[config.mk]
export PLATFORM = sky130hd
export DESIGN_NAME = zx_video_fetch
export DESIGN_NICKNAME = d
export VERILOG_FILES = /design/src/rtl/zx_video_pkg.sv /design/src/rtl/zx_vram_addr.sv /design/src/rtl/zx_video_fetch.sv
export SDC_FILE = /design/constraint.sdc
export NUM_CORES = 1
export LEC_CHECK = 0
export CELL_PAD_IN_SITES_DETAIL_PLACEMENT = 1
export CELL_PAD_IN_SITES_GLOBAL_PLACEMENT = 1
export CORE_AREA = 2 2 75 106
export CTS_BUF_LIST = sky130_fd_sc_hd__clkbuf_8
export CTS_CLUSTER_DIAMETER = 150
export DETAILED_ROUTE_END_ITERATION = 6
export DIE_AREA = 0 0 77 108
export DONT_BUFFER_PORTS = 1
export PLACE_DENSITY = 0.75
export SLEW_MARGIN = 5
export SYNTH_ARGS = -nofsm -noshare
export SYNTH_HDL_FRONTEND = slang
export SYNTH_HIERARCHICAL = 1
export SYNTH_SLANG_ARGS = --single-unit
[constraint.sdc]
create_clock -name clk -period 2 [get_ports clk]
set_input_delay 0.6 -clock clk [delete_from_list [all_inputs] [get_ports clk]]
set_output_delay 0.6 -clock clk [all_outputs]
set_load 0.02 [all_outputs]
[src/rtl/zx_video_pkg.sv]
// Shared constants and FSM encoding for the ULA VRAM fetch path.
package zx_video_pkg;

  localparam int unsigned SCREEN_COLS  = 32;
  localparam int unsigned SCREEN_LINES = 192;
  localparam int unsigned X_W          = $clog2(SCREEN_COLS);
  localparam int unsigned Y_W          = $clog2(SCREEN_LINES);
  localparam int unsigned ADDR_W       = 16;
  localparam int unsigned DATA_W       = 8;
  localparam int unsigned CNT_W        = 4;

  localparam logic [2:0] VRAM_PREFIX = 3'b010;
  localparam logic [5:0] ATTR_PREFIX = 6'b010110;

  typedef enum logic [2:0] {
    ST_IDLE,
    ST_BMP,
    ST_GAP,
    ST_ATT,
    ST_DONE
  } fetch_state_e;

endpackage

[src/rtl/zx_vram_addr.sv]
// Maps a character cell (column, pixel line) onto its bitmap and attribute VRAM addresses.
module zx_vram_addr
  import zx_video_pkg::*;
(
  input  logic [X_W-1:0]    x_char,
  input  logic [Y_W-1:0]    y_line,
  output logic [ADDR_W-1:0] bitmap_addr_c,
  output logic [ADDR_W-1:0] attr_addr_c
);

  // Bitmap rows interleave third / char-row / pixel-row, hence the swapped y fields.
  assign bitmap_addr_c = {VRAM_PREFIX, y_line[7:6], y_line[2:0], y_line[5:3], x_char};
  assign attr_addr_c   = {ATTR_PREFIX, y_line[7:3], x_char};

endmodule

[src/rtl/zx_video_fetch.sv]
// Bank-1 read sequencer: fetches the bitmap then attribute byte of one character cell.
module zx_video_fetch
  import zx_video_pkg::*;
#(
  parameter int unsigned ACCESS_CYCLES = 6
) (
  input  logic              clk,
  input  logic              rst_n,
  input  logic              fetch_start,
  input  logic [X_W-1:0]    x_char,
  input  logic [Y_W-1:0]    y_line,
  output logic              busy,
  output logic              fetch_valid,
  output logic [DATA_W-1:0] pix_byte,
  output logic [DATA_W-1:0] attr_byte,
  output logic              overrun,
  output logic [ADDR_W-1:0] a1,
  output logic              cs1_n,
  output logic              oe1_n,
  output logic              we1_n,
  output logic [DATA_W-1:0] din1,
  input  logic [DATA_W-1:0] dout1
);

  localparam logic [CNT_W-1:0] CNT_LOAD = CNT_W'(ACCESS_CYCLES - 1);

  fetch_state_e      state;
  logic [CNT_W-1:0]  cnt;
  logic [X_W-1:0]    x_q;
  logic [Y_W-1:0]    y_q;
  logic              armed;
  logic              strobe_n;

  logic              ready_c;
  logic              accept_c;
  logic [X_W-1:0]    addr_x_c;
  logic [Y_W-1:0]    addr_y_c;
  logic [ADDR_W-1:0] bitmap_addr_c;
  logic [ADDR_W-1:0] attr_addr_c;

  // A start coinciding with reset release is dropped: armed is still low on that edge.
  assign ready_c  = (state == ST_IDLE) || (state == ST_DONE);
  assign accept_c = armed && fetch_start && ready_c;

  // Live inputs feed the bitmap address at accept; the latched cell feeds the attribute later.
  assign addr_x_c = ready_c ? x_char : x_q;
  assign addr_y_c = ready_c ? y_line : y_q;

  zx_vram_addr u_addr (
    .x_char        (addr_x_c),
    .y_line        (addr_y_c),
    .bitmap_addr_c (bitmap_addr_c),
    .attr_addr_c   (attr_addr_c)
  );

  assign cs1_n = strobe_n;
  assign oe1_n = strobe_n;
  assign we1_n = 1'b1;
  assign din1  = '0;

  always_ff @(posedge clk or negedge rst_n) begin
    if (!rst_n) begin
      state       <= ST_IDLE;
      cnt         <= '0;
      x_q         <= '0;
      y_q         <= '0;
      armed       <= 1'b0;
      strobe_n    <= 1'b1;
      busy        <= 1'b0;
      fetch_valid <= 1'b0;
      overrun     <= 1'b0;
      pix_byte    <= '0;
      attr_byte   <= '0;
      a1          <= '0;
    end else begin
      armed       <= 1'b1;
      fetch_valid <= 1'b0;
      overrun     <= fetch_start && !ready_c;

      case (state)
        ST_IDLE: begin
          strobe_n <= 1'b1;
        end
        ST_BMP: begin
          strobe_n <= 1'b0;
          if (cnt == '0) state <= ST_GAP;
          else           cnt   <= cnt - CNT_W'(1);
        end
        // Strobes rise here: the last low cycle just ended, so its data is captured now.
        ST_GAP: begin
          strobe_n <= 1'b1;
          pix_byte <= dout1;
          a1       <= attr_addr_c;
          cnt      <= CNT_LOAD;
          state    <= ST_ATT;
        end
        ST_ATT: begin
          strobe_n <= 1'b0;
          if (cnt == '0) state <= ST_DONE;
          else           cnt   <= cnt - CNT_W'(1);
        end
        ST_DONE: begin
          strobe_n    <= 1'b1;
          attr_byte   <= dout1;
          fetch_valid <= 1'b1;
          busy        <= 1'b0;
          state       <= ST_IDLE;
        end
        default: begin
          strobe_n <= 1'b1;
          busy     <= 1'b0;
          state    <= ST_IDLE;
        end
      endcase

      // Accept from IDLE or DONE; DONE acceptance gives back-to-back fetches.
      if (accept_c) begin
        x_q   <= x_char;
        y_q   <= y_line;
        a1    <= bitmap_addr_c;
        cnt   <= CNT_LOAD;
        busy  <= 1'b1;
        state <= ST_BMP;
      end
    end
  end

endmodule

; ---- After elaboration in Yosys (flattened, before gate mapping)
; Cells that the tools add are included.
[word_totals]
regBits = 57
elab_cells = 50
[classes]
n_addsub = 1
eq_ne = 9
mux = 15
reduce_logical = 13
[ops]
columns = cell, n
row1 = $mux W16, 2
row2 = $pmux W3 S4, 1
row3 = $mux W3, 3
row4 = $ne A3 B3 Y1 const B, 3
row5 = $mux W4, 2
row6 = $mux W8, 1
row7 = $pmux W4 S2, 1
row8 = $eq A3 B2 Y1 const B, 2
row9 = $mux W5, 1
row10 = $logic_not A4 Y1, 1
row11 = $mux W1, 4
row12 = $reduce_or A4 Y1, 1
row13 = $sub A4 B1 Y4 const B, 1
row14 = $eq A3 B1 Y1 const B, 1
row15 = $eq A3 B3 Y1 const B, 1
row16 = $logic_and A1 B1 Y1, 3
row17 = $logic_not A3 Y1, 1
row18 = $reduce_and A3 Y1, 1
row19 = $reduce_bool A3 Y1, 1
row20 = $ne A2 B1 Y1 const B, 1
row21 = $ne A2 B2 Y1 const B, 1
row22 = $reduce_and A2 Y1, 1
row23 = $reduce_bool A2 Y1, 1
row24 = $reduce_or A2 Y1, 1
row25 = 2 further kinds, 2

; ---- Logic depth before layout (Yosys ltp)
[logic_depth]
depth_word = 5
ltp_mapped = 6
ltp_nobuf = 5

; ---- Modules after synthesis
; Netlist, hierarchy kept.
[modules_own_cells]
columns = module, instances, cells_each, area_each_um2, seq_area_each_um2
row1 = zx_video_fetch, 1, 203, 2653.8, 1427.6
row2 = zx_vram_addr, 1, 34, 247.7, 0.0

; ---- Least setup slack after synthesis
; Ideal clock, no wire load.
[synth_path]
path_kind = reg2reg
start = register state[0]
end = register a1[5]
setup_ns = 0.126
arrival_time_ns = 1.658
required_time_ns = 1.874
path_slack_ns = 0.216
path_stages_with_launch = 7
period_less_slack_ns = 1.784
cell_sequence = dfrtp_1 > nor2_1 > buf_2 > mux2_2 > buf_4 > mux2i_1 > a21oi_2
[synth_via]
elab_chain_len = 5
word_cells_on_any_way = 9
cone_classes = eq/ne: 2 / mux: 3 / reduce/logical: 4
[synth_lines]
columns = element, line
row1 = "start, declared", zx_video_fetch.sv:27  ; fetch_state_e state;
row2 = "start signal, assigned", zx_video_fetch.sv:63  ; state <= ST_IDLE;
row3 = "start signal, assigned", zx_video_fetch.sv:86  ; if (cnt == '0) state <= ST_GAP;
row4 = "start signal, assigned", zx_video_fetch.sv:95  ; state <= ST_ATT;
row5 = $eq A3 B3 Y1 / $logic_not A3 Y1 (equally long branches), zx_video_fetch.sv:42  ; assign ready_c = (state == ST_IDLE) || (state == ST_DONE);
row6 = $logic_or A1 B1 Y1 (*), zx_video_fetch.sv:42
row7 = $mux W8 (*), zx_video_fetch.sv:47  ; assign addr_y_c = ready_c ? y_line : y_q;
row8 = net addr_y_c[3], zx_video_fetch.sv:37  ; logic [Y_W-1:0] addr_y_c;
row9 = $mux W16, zx_video_fetch.sv:80  ; case (state)
row10 = $mux W16 (*), zx_video_fetch.sv:117  ; if (accept_c) begin
row11 = "end signal, assigned", zx_video_fetch.sv:93  ; a1 <= attr_addr_c;
row12 = "end signal, assigned", zx_video_fetch.sv:120  ; a1 <= bitmap_addr_c;
row13 = "end, declared", zx_video_fetch.sv:17  ; output logic [ADDR_W-1:0] a1,
; Mark *: on every way through the listed nets, which the timed path passes. The rest lies on a longest branch. The select of a mux whose other input is x is not followed.
; A chain may end at the register's enable or synchronous reset.

; ---- Worst setup path in the final report
[layout_path]
start = register state[0]
end = register x_q[0]
[layout_via]
elab_chain_len = 3
word_cells_on_any_way = 4
cone_classes = eq/ne: 1 / reduce/logical: 3
[layout_lines]
columns = element, line
row1 = $eq A3 B3 Y1 / $logic_not A3 Y1 (equally long branches), zx_video_fetch.sv:42
row2 = $logic_or A1 B1 Y1 (*), zx_video_fetch.sv:42
row3 = $logic_and A1 B1 Y1 (*), zx_video_fetch.sv:43  ; assign accept_c = armed && fetch_start && ready_c;
row4 = "end signal, assigned", zx_video_fetch.sv:118  ; x_q <= x_char;
row5 = "end, declared", zx_video_fetch.sv:29  ; logic [X_W-1:0] x_q;
; Mark *: on every way between the ends. The rest lies on a longest branch, timed or not.

==> flow_summary.rst <==
.. list-table::
   :header-rows: 1

   * - Metric
     - Value
   * - Status
     - finished clean
   * - Met3 wire length
     - approximately 500 um
   * - Number of distinct library cells after synthesis
     - 33
   * - Worst path cell trace
     - and4bb_4 > buf_12 > mux2_2
   * - Placement row count
     - 37
   * - Post-synthesis sequential area ratio
     - 49.2%
   * - Number of filler instances in the final layout
     - 833
   * - Path category of the worst min-delay check
     - input port to asynchronous set/reset pin
   * - Compound-gate portion of the synthesized area
     - around 5.5%
   * - Total CTS buffers
     - 9
   * - Die H
     - between 100 and 150 um
   * - Synth Area in XOR/XNOR
     - 0.604%
   * - Worst VDD drop
     - 644 uV
   * - PostCTS Resize Cnt
     - 0
   * - Final count of pins violating max slew
     - 0
   * - Max Freq
     - between 600 and 700 MHz
   * - IO Count
     - 70
   * - R2R setup slack
     - 0.36 ns
   * - Placed wire-length estimate after detailed placement
     - slightly below 4 mm
   * - Synth top area share
     - just under 50%
   * - Yosys warns
     - 6
   * - Avg WL per Cell
     - roughly 17 um
   * - Antenna violations before repair
     - 0
   * - Total negative setup slack
     - 0 ns
   * - Post-Synthesis Mean Instance Area
     - between 10 and 15 um^2
   * - Critical Setup Path Class
     - register to register
   * - Most common library cell in the layout ignoring fill and taps
     - sky130_fd_sc_hd__dfrtp_1
   * - Utilization after layout
     - between 40% and 50%
   * - # Max-Cap Violations
     - 0
   * - Power per unit of standard cell area
     - ~1700 mW/mm^2
   * - Worst path max stage delay
     - between 0.4 and 0.5 ns
   * - Post-CTS clock slew at the launch and capture registers of the worst setup and hold paths
     - 0.07 ns
   * - Fraction of final layout cells sized beyond drive strength 1
     - around 36%
   * - Worst path arrival time
     - approximately 1.9 ns
   * - Cell accounting for the most synthesized area
     - sky130_fd_sc_hd__dfrtp_1
   * - Aggregate global-route resource usage
     - between 10 and 15%
   * - Count of state elements after synthesis
     - 57
   * - Number of inserted diodes
     - 0
   * - Setup repair after global routing missed its margin
     - false
   * - Crit path max-delay cell type
     - sky130_fd_sc_hd__and4bb_4
   * - Largest net degree at the start of global routing
     - 57
   * - Routed wire length
     - about 5.5 mm
   * - Area of the die
     - 0.00832 mm^2
   * - Highest routing layer actually used
     - met4
   * - Leakage power total
     - 1.23 nW
   * - Share of synthesized flip-flops with an asynchronous set or reset
     - 100%
   * - Final nets
     - between 200 and 250
   * - Synth area leaders
     - sky130_fd_sc_hd__dfrtp_1 48%, sky130_fd_sc_hd__mux2_2 16%, sky130_fd_sc_hd__buf_4 12%
   * - Quantity of hold-fixing buffers added after cts
     - 1
   * - Residual DRC
     - 0
   * - DRT antenna net count
     - 0
   * - Total congestion overflow
     - 0
   * - Dominant combinational cell family by area after synthesis
     - multiplexers
   * - Horizontal extent of the die
     - 77 um
   * - Worst Setup Start Kind
     - register
   * - First-pass iteration count of the detailed router
     - 6
   * - Data required time of the critical path
     - between 2 and 2.5 ns
   * - Highest-count cells in the layout ignoring fill and taps
     - 56 x sky130_fd_sc_hd__dfrtp_1, 42 x sky130_fd_sc_hd__mux2_2, 19 x sky130_fd_sc_hd__conb_1, 17 x sky130_fd_sc_hd__nor3_1, 16 x sky130_fd_sc_hd__mux2i_1
   * - Root buffer cell
     - sky130_fd_sc_hd__clkbuf_8
   * - Post-synthesis share of cell area spent on and, or, nand and nor gates
     - between 7 and 8%
   * - Post-CTS Setup Bufs
     - 0
   * - Number of H-tree levels
     - 3
   * - Post-Route Skew
     - about 0.012 ns
   * - Multiplexer fraction of the synthesized cell area
     - between 20% and 30%
   * - Most used flip-flop cell after synthesis
     - sky130_fd_sc_hd__dfrtp_1
   * - Gate count of the mapped netlist
     - 237
   * - CTS tree
     - done
   * - Core area
     - ~0.0073 mm^2
   * - Area grow syn2layout
     - 2.54%
   * - Later-pin clock latency in the skew report
     - ~0.34 ns
   * - Minimum period implied by the final worst setup slack
     - approximately 1.6 ns
   * - Syn Std Cell Area
     - a little under 0.003 mm^2
   * - Wire length of the first global-routing pass
     - ~9.0 mm
   * - Clock Path Buffers
     - 2
   * - Final hold violation count
     - 0
   * - EDFF count, synth
     - 0
   * - Via count
     - about 1.6k
   * - Count of routing violations after the opening detailed-route iteration
     - a little under 80
   * - Routed metal-1 wirelength
     - 2.03 mm
   * - Final setup violation count
     - 0
   * - Starting Density
     - around two fifths
   * - Routability cong.
     - slightly above 0.7
   * - Mean number of vias per cell
     - approximately 5.0
   * - DR WL met2
     - between 2 and 3 mm
   * - Arithmetic-cell share of the synthesized area counting full adders, half adders and majority gates
     - less than 1%
   * - Crit-path max FO
     - 23
   * - Crit end category
     - register
   * - Post-route clock period utilization
     - 81.8%
   * - Reg2Reg Depth
     - 3
   * - Number of sinks on the clock net
     - 57
   * - Quantity of I/O buffers inserted on ports
     - 0
   * - Vias in the first global route
     - about 1.7k
==> state kept, by name, indices dropped and copies added (netlist names), 3 cells and up <==
register / flops
cnt: 4
a1: 16
attr_byte: 8
y_q: 8
state: 3
pix_byte: 8
x_q: 5
==> Yosys cell counts, types with 3 or more instances <==
cell and instances:
sky130_fd_sc_hd__dfrtp_1 56, sky130_fd_sc_hd__buf_4 45, sky130_fd_sc_hd__mux2_2 42, sky130_fd_sc_hd__nor3_1 17, sky130_fd_sc_hd__mux2i_1 16, sky130_fd_sc_hd__a21oi_2 9
sky130_fd_sc_hd__a21oi_1 8, sky130_fd_sc_hd__buf_6 4, sky130_fd_sc_hd__conb_1 4, sky130_fd_sc_hd__buf_2 3, sky130_fd_sc_hd__inv_1 3, sky130_fd_sc_hd__nor2_1 3
sky130_fd_sc_hd__o21ai_0 3
==> worst paths after layout <==
path | startpoint | end
min in group clk | y_line[4] | y_q[4]
hold / removal | rst_n | cs1_n
setup / recovery | state[0] | x_q[0]
hold reg to reg | x_q[1] | x_q[1]
max in group asynchronous | rst_n | pix_byte[5]
setup reg to reg | state[0] | x_q[0]
==> metrics by stage <==
stage          total power [W]  cell area, um^2  std cells  hold slack (ns)  worst slack [ns]
5_1_grt                0.00547             2980        323           0.0790             0.272
3_3_place_gp           0.00410             2770        306            0.305             0.337
3_5_place_dp           0.00420             2770        306            0.306             0.313
2_1_floorplan          0.00422             2960        252            0.304             0.216
6_report               0.00512             2980        323            0.113             0.363
4_1_cts                0.00521             2980        323           0.0861             0.344
==> cells by family after synthesis <==
logic type,count (synthesis)
AO/OA/AOI/OAI,23
XOR/XNOR,2
adder cells (fa/ha/maj),1
buffers and inverters,56
flip-flops,57
multiplexers,58
other,4
AND/OR/NAND/NOR,36
==> final cells by class <==
cell class	count	area, um^2	share of cell area, %
clock buffers	11	151	5.09
clock inverters	5	22.5	0.757
repair buffers	10	120	4.04
multi-input cells	139	1120	37.6
well taps	97	121	4.08
inverters	4	15.0	0.505
flip-flops and latches	57	1430	48.0
==> critical path, delay by kind of cell, from the launching register on <==
kind          cells  cell delay [ns]
flops             1             0.46
simple gates      1             0.49
buf+inv           1             0.21
mux               1             0.35
==> power breakdown <==
part	switching [W]	total, W	internal [W]
Clock	0.000441	0.000942	0.000501
Combinational	0.000769	0.00165	0.000879
Sequential	0.000828	0.00253	0.00170
Total	0.00204	0.00512	0.00308
==> routing by layer <==
layer	track usage, %	vias up
met5	0	-
met4	6.89	0
met3	6.93	6
met2	24.7	54
met1	15.2	808
li1	-	732
(Power assumes the default switching activity.)
